<file path="src/rtl/mips_mem_arbiter_if.sv">
// Requester and memory-side bundle of the unified-memory arbiter.
// The arbiter takes the slave view; a requester/memory model takes the master view.
interface mips_mem_arbiter_if #(
  parameter int N = 32
);
  // Grant enable
  logic         ena;

  // Instruction fetch port (read-only)
  logic         if_req;
  logic [N-1:0] if_addr;
  logic         if_ack;

  // Data load/store port
  logic         d_req;
  logic         d_wr;
  logic [N-1:0] d_addr;
  logic [N-1:0] d_wr_data;
  logic         d_ack;

  // Debug/loader port
  logic         dbg_req;
  logic         dbg_wr;
  logic [N-1:0] dbg_addr;
  logic [N-1:0] dbg_wr_data;
  logic         dbg_ack;

  // Shared response
  logic [N-1:0] rd_data;
  logic         err;
  logic [1:0]   grant_id;
  logic         busy;

  // Memory side
  logic [N-1:0] mem_addr;
  logic [N-1:0] mem_wr_data;
  logic         mem_wr_ena;
  logic [N-1:0] mem_rd_data;

  modport slave (
    input  ena,
    input  if_req, if_addr,
    output if_ack,
    input  d_req, d_wr, d_addr, d_wr_data,
    output d_ack,
    input  dbg_req, dbg_wr, dbg_addr, dbg_wr_data,
    output dbg_ack,
    output rd_data, err, grant_id, busy,
    output mem_addr, mem_wr_data, mem_wr_ena,
    input  mem_rd_data
  );

  modport master (
    output ena,
    output if_req, if_addr,
    input  if_ack,
    output d_req, d_wr, d_addr, d_wr_data,
    input  d_ack,
    output dbg_req, dbg_wr, dbg_addr, dbg_wr_data,
    input  dbg_ack,
    input  rd_data, err, grant_id, busy,
    input  mem_addr, mem_wr_data, mem_wr_ena,
    output mem_rd_data
  );
endinterface

</file>
<file path="src/rtl/mips_mem_arbiter.sv">
// Unified memory port arbiter for the multicycle MIPS core.
// Three requesters (IF, D, DBG) share one memory port; one transaction at a
// time is sequenced IDLE -> ISSUE -> (WAIT) -> RESP. Priority DBG > D > IF,
// with an anti-starvation override that forces IF to win after STARVE_LIMIT
// consecutive lost arbitrations.
module mips_mem_arbiter #(
  parameter int N            = 32,
  parameter int MEM_LATENCY  = 1,
  parameter int STARVE_LIMIT = 4
) (
  input logic             clk,
  input logic             rst,
  mips_mem_arbiter_if.slave bus
);

  typedef enum logic [1:0] {
    IDLE  = 2'd0,
    ISSUE = 2'd1,
    WAIT  = 2'd2,
    RESP  = 2'd3
  } state_t;

  localparam logic [1:0] G_NONE = 2'd0;
  localparam logic [1:0] G_IF   = 2'd1;
  localparam logic [1:0] G_D    = 2'd2;
  localparam logic [1:0] G_DBG  = 2'd3;

  // Starvation counter must be able to hold STARVE_LIMIT itself.
  localparam int SW = (STARVE_LIMIT > 0) ? $clog2(STARVE_LIMIT + 1) : 1;
  localparam int CW = 3;

  state_t         state;
  state_t         state_nx;

  logic [1:0]     gid_q;
  logic           lat_wr;
  logic [N-1:0]   lat_addr;
  logic [N-1:0]   lat_wdata;
  logic [N-1:0]   rd_q;
  logic [CW-1:0]  cnt;
  logic [SW-1:0]  starve_cnt;

  logic [1:0]     win;
  logic           grant_go;
  logic           aligned;
  logic           lat_done;

  logic           if_ack_c;
  logic           d_ack_c;
  logic           dbg_ack_c;
  logic           err_c;
  logic           wr_ena_c;
  logic           busy_c;

  function automatic logic is_aligned(input logic [1:0] a);
    return (a == 2'b00);
  endfunction

  function automatic logic [SW-1:0] sat_inc(input logic [SW-1:0] c);
    if (c == SW'(STARVE_LIMIT)) return c;
    return c + SW'(1);
  endfunction

  assign aligned  = is_aligned(lat_addr[1:0]);
  assign lat_done = (cnt == CW'(MEM_LATENCY));

  // Pick the winner among the live requests (starvation override first).
  always_comb begin
    win = G_NONE;
    if ((STARVE_LIMIT != 0) && bus.if_req && (starve_cnt == SW'(STARVE_LIMIT)))
      win = G_IF;
    else if (bus.dbg_req)
      win = G_DBG;
    else if (bus.d_req)
      win = G_D;
    else if (bus.if_req)
      win = G_IF;
  end

  assign grant_go = (state == IDLE) && bus.ena && (win != G_NONE);

  // FSM state register; reset aborts any in-flight transaction.
  always_ff @(posedge clk or negedge rst) begin
    if (!rst) state <= IDLE;
    else      state <= state_nx;
  end

  // Next state and per-state output decode.
  always_comb begin
    state_nx  = state;
    if_ack_c  = 1'b0;
    d_ack_c   = 1'b0;
    dbg_ack_c = 1'b0;
    err_c     = 1'b0;
    wr_ena_c  = 1'b0;
    busy_c    = (state != IDLE);
    unique case (state)
      IDLE: begin
        if (grant_go) state_nx = ISSUE;
      end
      ISSUE: begin
        // A misaligned write never strobes the memory.
        wr_ena_c = lat_wr & aligned;
        state_nx = lat_wr ? RESP : WAIT;
      end
      WAIT: begin
        if (lat_done) state_nx = RESP;
      end
      RESP: begin
        if_ack_c  = (gid_q == G_IF);
        d_ack_c   = (gid_q == G_D);
        dbg_ack_c = (gid_q == G_DBG);
        err_c     = ~aligned;
        state_nx  = IDLE;
      end
    endcase
  end

  // Latch the winning request, count read latency, capture read data.
  always_ff @(posedge clk or negedge rst) begin
    if (!rst) begin
      gid_q     <= G_NONE;
      lat_wr    <= 1'b0;
      lat_addr  <= '0;
      lat_wdata <= '0;
      rd_q      <= '0;
      cnt       <= '0;
    end else begin
      unique case (state)
        IDLE: begin
          if (grant_go) begin
            gid_q <= win;
            unique case (win)
              G_IF: begin
                lat_addr <= bus.if_addr;
                lat_wr   <= 1'b0;
              end
              G_D: begin
                lat_addr  <= bus.d_addr;
                lat_wr    <= bus.d_wr;
                lat_wdata <= bus.d_wr_data;
              end
              G_DBG: begin
                lat_addr  <= bus.dbg_addr;
                lat_wr    <= bus.dbg_wr;
                lat_wdata <= bus.dbg_wr_data;
              end
              default: ;
            endcase
          end
        end
        ISSUE: begin
          cnt <= CW'(1);
        end
        WAIT: begin
          if (lat_done) rd_q <= aligned ? bus.mem_rd_data : '0;
          else          cnt  <= cnt + CW'(1);
        end
        RESP: begin
          // Read data is only meaningful in the ack cycle.
          gid_q <= G_NONE;
          rd_q  <= '0;
        end
      endcase
    end
  end

  // Track consecutive IF losses; frozen whenever no grant happens.
  always_ff @(posedge clk or negedge rst) begin
    if (!rst) begin
      starve_cnt <= '0;
    end else if (grant_go) begin
      if (!bus.if_req || (win == G_IF)) starve_cnt <= '0;
      else                              starve_cnt <= sat_inc(starve_cnt);
    end
  end

  assign bus.if_ack      = if_ack_c;
  assign bus.d_ack       = d_ack_c;
  assign bus.dbg_ack     = dbg_ack_c;
  assign bus.err         = err_c;
  assign bus.busy        = busy_c;
  assign bus.grant_id    = gid_q;
  assign bus.rd_data     = rd_q;
  assign bus.mem_addr    = lat_addr;
  assign bus.mem_wr_data = lat_wdata;
  assign bus.mem_wr_ena  = wr_ena_c;

endmodule

</file>
<file path="src/flat_wrapper.sv">
// flat-port wrapper written by rule: the top's interface ports become plain ports
module mips_mem_arbiter_flat 
#(
  parameter int N            = 32,
  parameter int MEM_LATENCY  = 1,
  parameter int STARVE_LIMIT = 4
)
  (clk, rst, bus_ena, bus_if_req, bus_if_addr, bus_if_ack, bus_d_req, bus_d_wr, bus_d_addr, bus_d_wr_data, bus_d_ack, bus_dbg_req, bus_dbg_wr, bus_dbg_addr, bus_dbg_wr_data, bus_dbg_ack, bus_rd_data, bus_err, bus_grant_id, bus_busy, bus_mem_addr, bus_mem_wr_data, bus_mem_wr_ena, bus_mem_rd_data);
  mips_mem_arbiter_if #(.N(N)) bus_i ();
  input logic clk;
  input logic rst;
  input wire logic [$bits(bus_i.ena)-1:0] bus_ena;
  input wire logic [$bits(bus_i.if_req)-1:0] bus_if_req;
  input wire logic [$bits(bus_i.if_addr)-1:0] bus_if_addr;
  output wire logic [$bits(bus_i.if_ack)-1:0] bus_if_ack;
  input wire logic [$bits(bus_i.d_req)-1:0] bus_d_req;
  input wire logic [$bits(bus_i.d_wr)-1:0] bus_d_wr;
  input wire logic [$bits(bus_i.d_addr)-1:0] bus_d_addr;
  input wire logic [$bits(bus_i.d_wr_data)-1:0] bus_d_wr_data;
  output wire logic [$bits(bus_i.d_ack)-1:0] bus_d_ack;
  input wire logic [$bits(bus_i.dbg_req)-1:0] bus_dbg_req;
  input wire logic [$bits(bus_i.dbg_wr)-1:0] bus_dbg_wr;
  input wire logic [$bits(bus_i.dbg_addr)-1:0] bus_dbg_addr;
  input wire logic [$bits(bus_i.dbg_wr_data)-1:0] bus_dbg_wr_data;
  output wire logic [$bits(bus_i.dbg_ack)-1:0] bus_dbg_ack;
  output wire logic [$bits(bus_i.rd_data)-1:0] bus_rd_data;
  output wire logic [$bits(bus_i.err)-1:0] bus_err;
  output wire logic [$bits(bus_i.grant_id)-1:0] bus_grant_id;
  output wire logic [$bits(bus_i.busy)-1:0] bus_busy;
  output wire logic [$bits(bus_i.mem_addr)-1:0] bus_mem_addr;
  output wire logic [$bits(bus_i.mem_wr_data)-1:0] bus_mem_wr_data;
  output wire logic [$bits(bus_i.mem_wr_ena)-1:0] bus_mem_wr_ena;
  input wire logic [$bits(bus_i.mem_rd_data)-1:0] bus_mem_rd_data;
  assign bus_i.ena = bus_ena;
  assign bus_i.if_req = bus_if_req;
  assign bus_i.if_addr = bus_if_addr;
  assign bus_if_ack = bus_i.if_ack;
  assign bus_i.d_req = bus_d_req;
  assign bus_i.d_wr = bus_d_wr;
  assign bus_i.d_addr = bus_d_addr;
  assign bus_i.d_wr_data = bus_d_wr_data;
  assign bus_d_ack = bus_i.d_ack;
  assign bus_i.dbg_req = bus_dbg_req;
  assign bus_i.dbg_wr = bus_dbg_wr;
  assign bus_i.dbg_addr = bus_dbg_addr;
  assign bus_i.dbg_wr_data = bus_dbg_wr_data;
  assign bus_dbg_ack = bus_i.dbg_ack;
  assign bus_rd_data = bus_i.rd_data;
  assign bus_err = bus_i.err;
  assign bus_grant_id = bus_i.grant_id;
  assign bus_busy = bus_i.busy;
  assign bus_mem_addr = bus_i.mem_addr;
  assign bus_mem_wr_data = bus_i.mem_wr_data;
  assign bus_mem_wr_ena = bus_i.mem_wr_ena;
  assign bus_i.mem_rd_data = bus_mem_rd_data;
  mips_mem_arbiter #(.N(N), .MEM_LATENCY(MEM_LATENCY), .STARVE_LIMIT(STARVE_LIMIT)) u_core (.clk(clk), .rst(rst), .bus(bus_i));
endmodule
</file>
<file path="config.mk">
export PLATFORM = sky130hd
export DESIGN_NAME = mips_mem_arbiter_flat
export DESIGN_NICKNAME = d
export VERILOG_FILES = /design/src/rtl/mips_mem_arbiter_if.sv /design/src/rtl/mips_mem_arbiter.sv /design/src/flat_wrapper.sv
export SDC_FILE = /design/constraint.sdc
export NUM_CORES = 1
export LEC_CHECK = 0
export CAP_MARGIN = 20
export CORE_ASPECT_RATIO = 0.7
export CORE_MARGIN = 3
export CORE_UTILIZATION = 44
export DETAILED_ROUTE_END_ITERATION = 12
export GPL_TIMING_DRIVEN = 0
export PLACE_DENSITY = 0.87
export SLEW_MARGIN = 15
export SYNTH_ARGS = -nofsm -noshare
export SYNTH_HDL_FRONTEND = slang
export SYNTH_SLANG_ARGS = --single-unit
</file>
<file path="constraint.sdc">
create_clock -name clk -period 3.9 [get_ports clk]
set_input_delay 0.78 -clock clk [delete_from_list [all_inputs] [get_ports clk]]
set_output_delay 0.78 -clock clk [all_outputs]
set_load 0.05 [all_outputs]
</file>
== Word-level counts from Yosys, hierarchy flattened ==
Index checks and enable logic that the tools add are counted.
Word-level totals
  bits of input ports: 200
  register bits: 107
  word-level logic and storage cells: 76
  output and inout bits: 104
Operators by class
  reduce and logical (&&, ||, !) cells: 21
  equality and inequality tests: 15
  bitwise operators: 2
  muxes and demuxes: 28
  add/subtract/negate cells: 2
Operators by type and width (count)
  32-bit one-hot mux with 2 select lines: 2
  32-bit one-hot mux with 3 select lines: 1
  32-bit two-way mux: 2
  2-bit == test, second input constant: 6
  2-bit two-way mux: 6
  2-bit nonzero test: 6
  1-bit two-way mux: 10
  2-bit AND reduction: 5
  3-bit two-way mux: 3
  2-bit one-hot mux with 4 select lines: 1
  3-bit by 1-bit adder with 3-bit output, second input constant: 2
  2-bit by 1-bit == test with 1-bit output, second input constant: 3
  3-bit one-hot mux with 2 select lines: 1
  3-bit AND reduction: 2
  2-bit logical NOT: 2
  2-bit by 1-bit != test with 1-bit output, second input constant: 2
  2-bit one-hot mux with 2 select lines: 1
  3-bit by 1-bit == test with 1-bit output, second input constant: 1
  3-bit == test, second input constant: 1
  1-bit logical AND: 3
  3-bit != test, second input constant: 1
  1-bit one-hot mux with 3 select lines: 1
  3-bit nonzero test: 1
  2-bit != test, second input constant: 1
  4 further kinds: 4

== Logic depth before layout (Yosys ltp) ==
  depth in word-level cells: 10
  depth in mapped cells: 9
  gate-level depth less buffers: 5

== Worst setup path after synthesis ==
No wires, ideal clock.
  path type: register -> output
  start: reg u_core.state[1]
  end: out bus_mem_wr_ena
  data required time: 3.120 ns
  data arrival time: 1.786 ns
  path slack: 1.334 ns
  stages on the path, launching flop included: 5
  path buffers: 0
  cell sequence: dfrtp_1 -> inv_1 -> ha_1 -> nand2_1 -> nor3_1
Between the ends
  longest elaborated chain between the ends: 2
RTL lines
  start, declared: RTL line mips_mem_arbiter.sv:32  | state_t state;
  start signal, assigned: RTL line mips_mem_arbiter.sv:85  | else state <= state_nx;
  2-bit by 1-bit == test with 1-bit output: RTL line mips_mem_arbiter.sv:97  | unique case (state)
  1-bit two-way mux: RTL line mips_mem_arbiter.sv:97
  end, declared: RTL line flat_wrapper.sv:32  | output wire logic [$bits(bus_i.mem_wr_ena)-1:0] bus_mem_wr_ena;
Every way passes these cells.

== Worst setup path after layout ==
  start: reg u_core.state[0]
  end: out bus_busy
Between the ends
  longest elaborated chain between the ends: 1
RTL lines
  2-bit nonzero test: RTL line mips_mem_arbiter.sv:96  | busy_c = (state != IDLE);
  end, declared: RTL line flat_wrapper.sv:29  | output wire logic [$bits(bus_i.busy)-1:0] bus_busy;
Every way passes these cells.

==> results.txt <==
----------------------------------------------------
[Status]
  Run status ... finished, final reports clean

[Placement]
  Routability congestion estimate ... 0.944
  Post-Place Cells ... 1109
  Number of I/O port buffers ... 301
  Half-perimeter wire length after placement ... 17600 µm
  Pre-CTS WS ... 1.04 ns
  Instance area after placement ... 9320 µm²

[Power and ir drop]
  Max rail drop VDD ... 0.461 mV
  Leakage Power ... 3.64 nW
  Register share of total power ... 24.8%
  Internal power contribution ... 3.92 mW
  Part of the power in the clock network ... 14.0%
  Switching share of power ... 49.6%
  Pwr dens ... 803 nW/µm²
  Logic gate share of total power ... 61.1%
  Switching Power ... 3.86 mW

[Synthesis]
  Biggest area contributors in the synthesized netlist ... sky130_fd_sc_hd__dfrtp_1 (44%), sky130_fd_sc_hd__o221ai_1 (9.3%), sky130_fd_sc_hd__o211ai_1 (8.2%)
  Cell taking the most area after synthesis ... sky130_fd_sc_hd__dfrtp_1
  Most used flip-flop cell after synthesis ... sky130_fd_sc_hd__dfrtp_1
  Synthesis warning total ... 0
  Post-Synthesis Cells ... 622
  Fraction of post-synthesis cell area in the top cell type by area ... 44.3%
  Average cell area after synthesis ... 9.73 µm²
  Number of storage elements in the synthesis netlist ... 107
  Sequential element share of the synthesized area ... 44.3%
  Synthesized Nets ... 831
  Leading cell types by count after synthesis ... sky130_fd_sc_hd__dfrtp_1 (107), sky130_fd_sc_hd__o211ai_1 (66), sky130_fd_sc_hd__a31oi_1 (64), sky130_fd_sc_hd__o221ai_1 (64), sky130_fd_sc_hd__clkbuf_1 (55)
  Async set or reset register ratio after synthesis ... 100%
  Netlist area before placement ... 6050 µm²
  EDFF count, synth ... 0
  Distinct cell type count after synthesis ... 40
  Most repeated cell in the gate-level netlist after synthesis ... sky130_fd_sc_hd__dfrtp_1

[GRT]
  Antenna violations before repair ... 1
  First-pass GRT wire length ... 36300 µm
  Via count of the first global-routing pass ... 6650
  Tot GR Track Use ... 29.6%
  Pin count of the biggest net entering global routing ... 69
  Overflow left after global routing ... 0

[Die]
  Standard cell core area ... 13300 µm²
  Die outline width ... 146 µm
  Cell row count ... 35
  Count of pins on the block boundary ... 304
  Initial core utilization ... 45.5%
  Floorplan die height ... 104 µm
  Die area ... 15200 µm²

[Critical path]
  Arrival time of data at the critical path endpoint ... 2.27 ns
  Type of the setup path with the least slack ... register to primary output
  Maximum net fanout on the critical path ... 10
  R2R setup slack ... 1.74 ns
  Critical path capture point type ... primary output
  CP Data Required Time ... 3.12 ns
  Launching element type of the critical path ... register

[Timing]
  Worst slew slack as a fraction of its limit ... 37.2%
  Peak clock frequency supported by timing ... 0.328 GHz
  Unrepaired setup endpoints after global routing ... false
  Final period utilization ... 78.2%
  Number of pins exceeding their max-slew limit in the final report ... 0
  Number of setup violations in the final report ... 0
  Worst-case clock skew ... 0.00737 ns
  Final Worst Setup Slack ... 0.852 ns
  Worst slack on hold paths ... 0.333 ns
  Final hold violations ... 0
  Transition time at the pin with the least slew margin ... 0.930 ns
  Tmin final ... 3.05 ns

[Finish]
  Syn-to-layout area delta ... 60.0%
  Cell area after layout ... 9680 µm²
  Layout cells sized above 1 ... 5.43%
  Fin nets ... 1144
  Final instance count without filler cells ... 1126

[Clock tree]
  Skew-Pair Late Insertion Delay ... 0.35 ns
  Sink Count ... 107
  Clock transition time at the flip-flop clock pins of the worst setup and hold paths ... 0.07 ns
  H-tree depth ... 3
  Buffer count from post-CTS setup fixing ... 0
  Number of buffers on the longest clock path ... 2
  Number of buffers inserted by hold repair at cts ... 0
  Clock root cell ... sky130_fd_sc_hd__clkbuf_16
  CTS Buf Count ... 9
  CTS tree ... yes
  Number of gates resized after cts ... 0

[Worst hold path]
  Worst hold path class ... input pin to asynchronous set/reset pin

[Route]
  First-pass detailed-route iteration total ... 5
  Antenna Violating Nets Remaining ... 0
  Per-cell routed wire length ... 20.7 µm
  Detailed Route WL ... 23300 µm
  Via density ... 6.00
  DRC Markers ... 0
  Via count ... 6755
  Detailed router's first-iteration violation count ... 432

[Run]
  Reported max-cap violation count ... 0

----------------------------------------------------
[kinds of logic (layout without fill, tap and decap cells)]
| group | count (synthesis) | count (layout) | synth area share [%] |
|---|---|---|---|
| AOI/OAI and AO/OA | 277 | 277 | 33.9 |
| xor gates and xnor gates | 1 | 1 | 0.145 |
| adders and majority gates | 9 | 9 | 1.86 |
| buffers and inverters | 128 | 446 | 9.14 |
| DFF | 107 | 107 | 44.3 |
| muxes | 37 | 37 | 6.18 |
| other | 0 | 1 | 0 |
| and+or+nand+nor | 63 | 63 | 4.55 |
[path summary, 6_finish.rpt]
check                                                  startpoint  cells past startpoint                                     end
worst min register to register  u_core.bus.rd_data[7]$_DFFE_PN0P_                      2       u_core.bus.rd_data[7]$_DFFE_PN0P_
max in group asynchronous                                     rst                      2     u_core.bus.mem_addr[29]$_DFFE_PN0P_
worst min-delay path                                          rst                      1      u_core.bus.rd_data[19]$_DFFE_PN0P_
worst max register to register   u_core.starve_cnt[0]$_DFFE_PN0P_                      7  u_core.bus.mem_wr_data[15]$_DFFE_PN0P_
min in group clk                u_core.bus.rd_data[7]$_DFFE_PN0P_                      2       u_core.bus.rd_data[7]$_DFFE_PN0P_
worst max-delay path                  u_core.state[0]$_DFFE_PN0P_                      5                                bus_busy
[sequential cells by signal, indices dropped and copies added (netlist names)]
signal and count:
u_core.bus.mem_addr 32, u_core.bus.mem_wr_data 32, u_core.bus.rd_data 32, u_core.cnt 3
u_core.starve_cnt 3, u_core.bus.grant_id 2, u_core.state 2, u_core.lat_wr 1
[cell usage in the layout (no fill, tap or decap), drive strengths merged, types with 2 or more instances in the layout]
master and instances:
clkdlybuf4s50 300, dfrtp 107, o211ai 66, clkbuf 65
o221ai 64, a31oi 64, inv 46, nand2 38
mux2i 34, a21oi 33, o32ai 32, buf 32
ha 9, nor2 7, nand3 6, nor3 3
nand2b 3, mux2 3, o22ai 3, bufinv 3
and2 3, a2bb2oi 2, nor3b 2
[metrics by stage]
step	TNS (ns)	util, %	power (mW)
after global placement	-226.76	69.8	6.60
after CTS	0	72.7	7.77
after global routing	0	72.7	8.12
after floorplan	0	-	4.97
final	0	72.7	7.78
after detailed placement	0	70.0	6.68
[power groups by stage]
stage / Sequential (mW) / Clock (mW) / Combinational (mW)
final: 1.93 / 1.09 / 4.75
after global placement: 1.92 / 0 / 4.68
after CTS: 1.92 / 1.10 / 4.75
after floorplan: 3.57 / 0 / 1.40
after detailed placement: 1.94 / 0 / 4.74
after global routing: 2.00 / 1.14 / 4.99
[critical path: stages, from the launching register on]
cell                              delay [ns]
sky130_fd_sc_hd__dfrtp_1                0.41
sky130_fd_sc_hd__inv_1                  0.11
sky130_fd_sc_hd__ha_1                   0.25
sky130_fd_sc_hd__buf_2                  0.20
sky130_fd_sc_hd__inv_1                  0.13
sky130_fd_sc_hd__clkdlybuf4s50_1        0.82
[area by class of cell]
cell class / instances / area, µm²
Antenna cell: 1 / 2.50
Buffer: 85 / 392
Clock buffer: 10 / 239
Clock inverter: 6 / 116
Fill cell: 1026 / 3630
Inverter: 43 / 161
Multi-Input combinational cell: 387 / 2820
Sequential cell: 107 / 2680
Tap cell: 185 / 231
Timing Repair Buffer: 302 / 3040
[per-layer routing]
layer | track usage (%) | part of all wire (%) | vias to the layer above
met4 | 8.72 | 2.6 | 0
met2 | 47.4 | 47 | 413
met3 | 8.62 | 10 | 46
met1 | 39.1 | 40 | 3223
li1 | - | - | 3073
met5 | 0 | 0 | -
No activity file was read; power rests on OpenSTA's default activity.
